$ cat src/rtl/credit_receiver_fifo.sv
// Receive end of a credit-based link: DEPTH-entry buffer, multi-bit credit counter,
// one credit returned per cycle. Optional sticky overflow_err via CREDIT_RECEIVER_OVERFLOW_CHECK_EN.
module credit_receiver_fifo #(
  parameter int WIDTH = 8,
  parameter int DEPTH = 4,
  parameter int CW    = $clog2(DEPTH + 1)
) (
  input  logic             clk,
  input  logic             rst,
  input  logic             push_sender_in_reset,
  output logic             push_receiver_in_reset,
  input  logic             push_credit_stall,
  output logic             push_credit,
  input  logic             push_valid,
  input  logic [WIDTH-1:0] push_data,
  input  logic             pop_ready,
  output logic             pop_valid,
  output logic [WIDTH-1:0] pop_data,
  input  logic [CW-1:0]    credit_initial,
  input  logic [CW-1:0]    credit_withhold,
  output logic [CW-1:0]    credit_count,
  output logic             credit_available
`ifdef CREDIT_RECEIVER_OVERFLOW_CHECK_EN
  ,
  output logic             overflow_err
`endif
);

  localparam int PW = (DEPTH > 1) ? $clog2(DEPTH) : 1;
  localparam logic [PW-1:0] LAST_PTR = PW'(DEPTH - 1);
  localparam logic [CW-1:0] DEPTH_C  = CW'(DEPTH);

  logic [WIDTH-1:0] mem [DEPTH];
  logic [PW-1:0]    rd_ptr;
  logic [PW-1:0]    wr_ptr;
  logic [CW-1:0]    occupancy;

  logic lrst;
  logic wr_en;
  logic deq;
  logic buf_full;
  logic buf_empty;

  // Handshake: a beat moves on pop_valid & pop_ready; push_valid has no
  // back-pressure, the sender may only assert it while holding a credit.
  assign lrst                   = rst | push_sender_in_reset;
  assign push_receiver_in_reset = rst;

  assign buf_full  = (occupancy == DEPTH_C);
  assign buf_empty = (occupancy == '0);

  assign credit_available = (credit_count > credit_withhold);
  assign push_credit      = credit_available & ~push_credit_stall & ~lrst;

  assign pop_valid = ~buf_empty & ~lrst;
  assign pop_data  = mem[rd_ptr];

  // Write is judged against registered occupancy, so a same-cycle dequeue
  // on a full buffer does not make room for it.
  assign wr_en = push_valid & ~lrst & ~buf_full;
  assign deq   = pop_valid & pop_ready;

  function automatic logic [PW-1:0] ptr_inc(input logic [PW-1:0] p);
    return (p == LAST_PTR) ? '0 : p + PW'(1);
  endfunction

  always_ff @(posedge clk) begin
    if (wr_en) begin
      mem[wr_ptr] <= push_data;
    end
  end

  always_ff @(posedge clk) begin
    if (lrst) begin
      rd_ptr    <= '0;
      wr_ptr    <= '0;
      occupancy <= '0;
    end else begin
      if (wr_en) begin
        wr_ptr <= ptr_inc(wr_ptr);
      end
      if (deq) begin
        rd_ptr <= ptr_inc(rd_ptr);
      end
      if (wr_en && !deq) begin
        occupancy <= occupancy + CW'(1);
      end else if (deq && !wr_en) begin
        occupancy <= occupancy - CW'(1);
      end
    end
  end

  // Dequeue returns a credit to the pool, push_credit hands one out; both
  // together cancel. Clamped to 0..DEPTH.
  always_ff @(posedge clk) begin
    if (lrst) begin
      credit_count <= credit_initial;
    end else if (deq && !push_credit) begin
      if (credit_count != DEPTH_C) begin
        credit_count <= credit_count + CW'(1);
      end
    end else if (push_credit && !deq) begin
      if (credit_count != '0) begin
        credit_count <= credit_count - CW'(1);
      end
    end
  end

`ifdef CREDIT_RECEIVER_OVERFLOW_CHECK_EN
  always_ff @(posedge clk) begin
    if (lrst) begin
      overflow_err <= 1'b0;
    end else if ((push_valid && buf_full) ||
                 (deq && !push_credit && (credit_count == DEPTH_C))) begin
      overflow_err <= 1'b1;
    end
  end
`endif

endmodule

$ cat config.mk
export PLATFORM = sky130hd
export DESIGN_NAME = credit_receiver_fifo
export DESIGN_NICKNAME = d
export VERILOG_FILES = /design/src/rtl/credit_receiver_fifo.sv
export SDC_FILE = /design/constraint.sdc
export NUM_CORES = 1
export LEC_CHECK = 0
export CAP_MARGIN = 10
export CORE_ASPECT_RATIO = 0.9
export CORE_MARGIN = 5
export CORE_UTILIZATION = 47
export DETAILED_ROUTE_END_ITERATION = 10
export GPL_ROUTABILITY_DRIVEN = 0
export PLACE_DENSITY = 0.74
export SYNTH_ARGS = -nofsm -noshare
export SYNTH_HDL_FRONTEND = slang
export SYNTH_SLANG_ARGS = --single-unit
$ cat constraint.sdc
create_clock -name clk -period 2.2 [get_ports clk]
set_input_delay 0.44 -clock clk [delete_from_list [all_inputs] [get_ports clk]]
set_output_delay 0.44 -clock clk [all_outputs]
set_load 0.01 [all_outputs]
==> flow_metrics.tcl, run 1 <==
set metrics [dict create \
    outcome "finished with violations" \
    violations "negative setup slack" \
    arrival_ns 2.39 \
    setup_viol 6 \
    synth-async-reset-ratio 0 \
    relSlewSlack 0.736 \
    power_leakage_nw 1.11 \
    clkTransAtPathRegs_ns 0.08 \
    clockBufferDepth 2 \
    grt_overflow 0 \
    p_per_area_nw_per_um2 668 \
    grt_usage 0.151 \
    period_needed_ns 2.38 \
    ys_ff_latch 44 \
    synth_compound_area_frac 0.0469 \
    die_w_um 78.3 \
    ios 35 \
    dpl.hpwl_um 2930 \
    synth_area_per_cell_sq_um 14.8 \
    synth-edff-count 35 \
    htreeDepth 2 \
    cts_buffers 5 \
    drt-initial-drc-count 65 \
    post-route-period-util 1.08 \
    cpMostUsedCell "buf_4" \
    max_freq_mhz 420 \
    diodes 0 \
    yosysSeqAreaShare 0.624 \
    critPathTopFamily "simple AND/OR/NAND/NOR gates" \
    synth_top_family_by_area "simple AND/OR/NAND/NOR gates" \
    endpoint_kind "flip-flop" \
    drt_wl_total_um 3930 \
    rsz0062_at_grt "yes" \
    worst_path_max_delay_cell "edfxtp_1" \
    drive_gt1_frac 0.382 \
    final_nets 234 \
    synth_top_flop_cell "edfxtp_1" \
    p_total_mw 1.89 \
    timing_hold_violations_final 0 \
    min_path_type "reg2reg" \
    io_buffers 34 \
    holdWs_ns 0.501 \
    netlist_area_sq_um 1970 \
    synth-simple-area-share 0.106 \
    ys_types 32 \
    antenna_found_initial 0 \
    synth-xor-area-share 0.0177 \
    path_max_fanout 3 \
    numClockSinks 44 \
    drv_slew 0 \
    synth-warning-count 0 \
    root_buffer "clkbuf_8" \
    reg2reg_setup_slack_ns -0.18 \
    viasPerCell 5.16 \
    fp-row-count 22 \
    multi_input_area_sq_um 785 \
    worstSetupPathType "reg2reg" \
    slowest_delay_ns 0.41 \
    path_cells "inv_1 > ha_1 > and3_4 > or3_4 > buf_6 > buf_4 > nor2_4 > mux2i_1 > a211oi_2 > buf_4" \
    layout.cells.non_filler 252 \
    finalWorstSetupSlack_ns -0.181 \
    final_antenna_net_count 0 \
    muxShareOfSynthArea 0.101 \
    synthCells 133 \
    die_h_um 71.5 \
    die_area_sq_um 5600 \
    dp.cells 238 \
    grt_max_degree 16 \
    num_vias 1300 \
    fin_skew_ns 0.00687 \
    final-seq-area_sq_um 1230 \
    crit_required_ns 2.21 \
    ir_drop_mv 0.454 \
    synth_fp_nets 164 \
    grt_pass1_vias 1387 \
    cp-start-kind "flip-flop" \
    cts_tree "done" \
    wl_per_cell_um 15.6 \
    synthAdderAreaFrac 0.0773 \
    fillers 269 \
    synth_area_leader_cell "edfxtp_1" \
    drc_errors 0 \
    synth_top_area_frac 0.532 \
    clock_latency_ns 0.29 \
    drt-pass1-iter-count 4 \
    grt_pass1_wl_um 6530 \
    path_buf_inv 4 \
    worstMarginPinSlew_ns 0.395 \
    initial_core_util 0.485 \
    area_growth_pct 43.6 \
    yosys-top-cells-area "edfxtp_1 53%, dfxtp_1 9.1%, mux4_2 9.1%" \
    core_sq_um 4070 \
    maxCapViolations 0 \
]
-- registers in the layout, summed over array words and instances, names as in the netlist, named ones only --
register,cells
mem,32
credit_count,3
occupancy,3
rd_ptr,2
wr_ptr,2
-- where the power goes --
group          total, mW  switching, mW  internal, mW
logic              0.346          0.148         0.198
clock network      0.616          0.274         0.342
registers          0.932         0.0142         0.918
-- stage by stage --
step	cell area (sq um)	util	setup WS (ns)	setup TNS (ns)
after floorplan	2010	-	-0.101	-0.176
after global placement	2620	0.644	-0.708	-4.79
after detailed placement	2620	0.644	-0.742	-5.27
after CTS	2760	0.678	-0.180	-0.825
after global routing	2840	0.696	-0.240	-1.33
final	2840	0.696	-0.181	-0.940
-- placed cells by master, fill, tap and decap left out, drive strengths merged, types with 6 or more instances in the layout --
cell	netlist	routed
edfxtp	35	35
buf	3	35
clkdlybuf4s50	0	18
nor2	11	11
nand2	10	10
dlygate4sd2	0	10
dfxtp	9	9
inv	8	9
ha	9	9
mux4	8	8
clkbuf	2	6
-- cells by family after synthesis --
logic type      after synthesis
compound gates               13
xor+xnor                      4
fa+ha+maj                    11
buf+inv                      13
flops                        44
mux                          10
simple gates                 38
-- cell usage after synthesis, types with 3 or more instances --
cell / n
edfxtp_1: 35
nand2_1: 10
nor2_1: 10
dfxtp_1: 9
ha_1: 9
inv_1: 8
mux4_2: 8
a21oi_1: 4
and2_1: 4
nand3_1: 4
o21ai_0: 3
xor2_1: 3
-- metal layers --
layer  vias up  share of wire  global-route usage
li1        629              -                   -
met1       646           0.41               0.177
met2        20           0.54               0.270
met3         5          0.037              0.0427
met4         0         0.0097              0.0466
met5         -              0                   0
-- worst paths after layout --
path              cells after the start                      start                   endpoint
setup / recovery                     10  credit_count[0]$_DFFE_PP_  credit_count[0]$_DFFE_PP_
setup reg to reg                     10  credit_count[0]$_DFFE_PP_  credit_count[0]$_DFFE_PP_
hold / removal                        1     rd_ptr[0]$_SDFFE_PP0P_     rd_ptr[0]$_SDFFE_PP0P_
hold reg to reg                       1     rd_ptr[0]$_SDFFE_PP0P_     rd_ptr[0]$_SDFFE_PP0P_
-- cell type report --
class,count,area share
timing repair buffer,68,0.216
clock buffer,5,0.0243
sequential,44,0.435
clock inverter,3,0.0163
multi-input combinational,76,0.277
inverter,8,0.0106
tap,48,0.0212
-- timing repair --
item,4_1_cts,5_1_grt
gates resized for setup,24,14
endpoints found under the setup margin,15,11
hold buffers,0,0
pin swaps,9,16
setup buffers,3,3
Power figures use the tool's default switching activity.
==> run 2, diff against run 1 <==
--- a/config.mk
+++ b/config.mk
@@ -5,10 +5,12 @@
 export SDC_FILE = /design/constraint.sdc
 export NUM_CORES = 1
 export LEC_CHECK = 0
+export ABC_CLOCK_PERIOD_IN_PS = 2200
 export CAP_MARGIN = 10
 export CORE_ASPECT_RATIO = 0.9
 export CORE_MARGIN = 5
 export CORE_UTILIZATION = 47
+export CTS_BUF_LIST = sky130_fd_sc_hd__clkbuf_8 sky130_fd_sc_hd__clkbuf_16
 export DETAILED_ROUTE_END_ITERATION = 10
 export GPL_ROUTABILITY_DRIVEN = 0
 export PLACE_DENSITY = 0.74
==> results of run 2 <==
The final DEF is identical to that of run 1; final timing and power are the same.
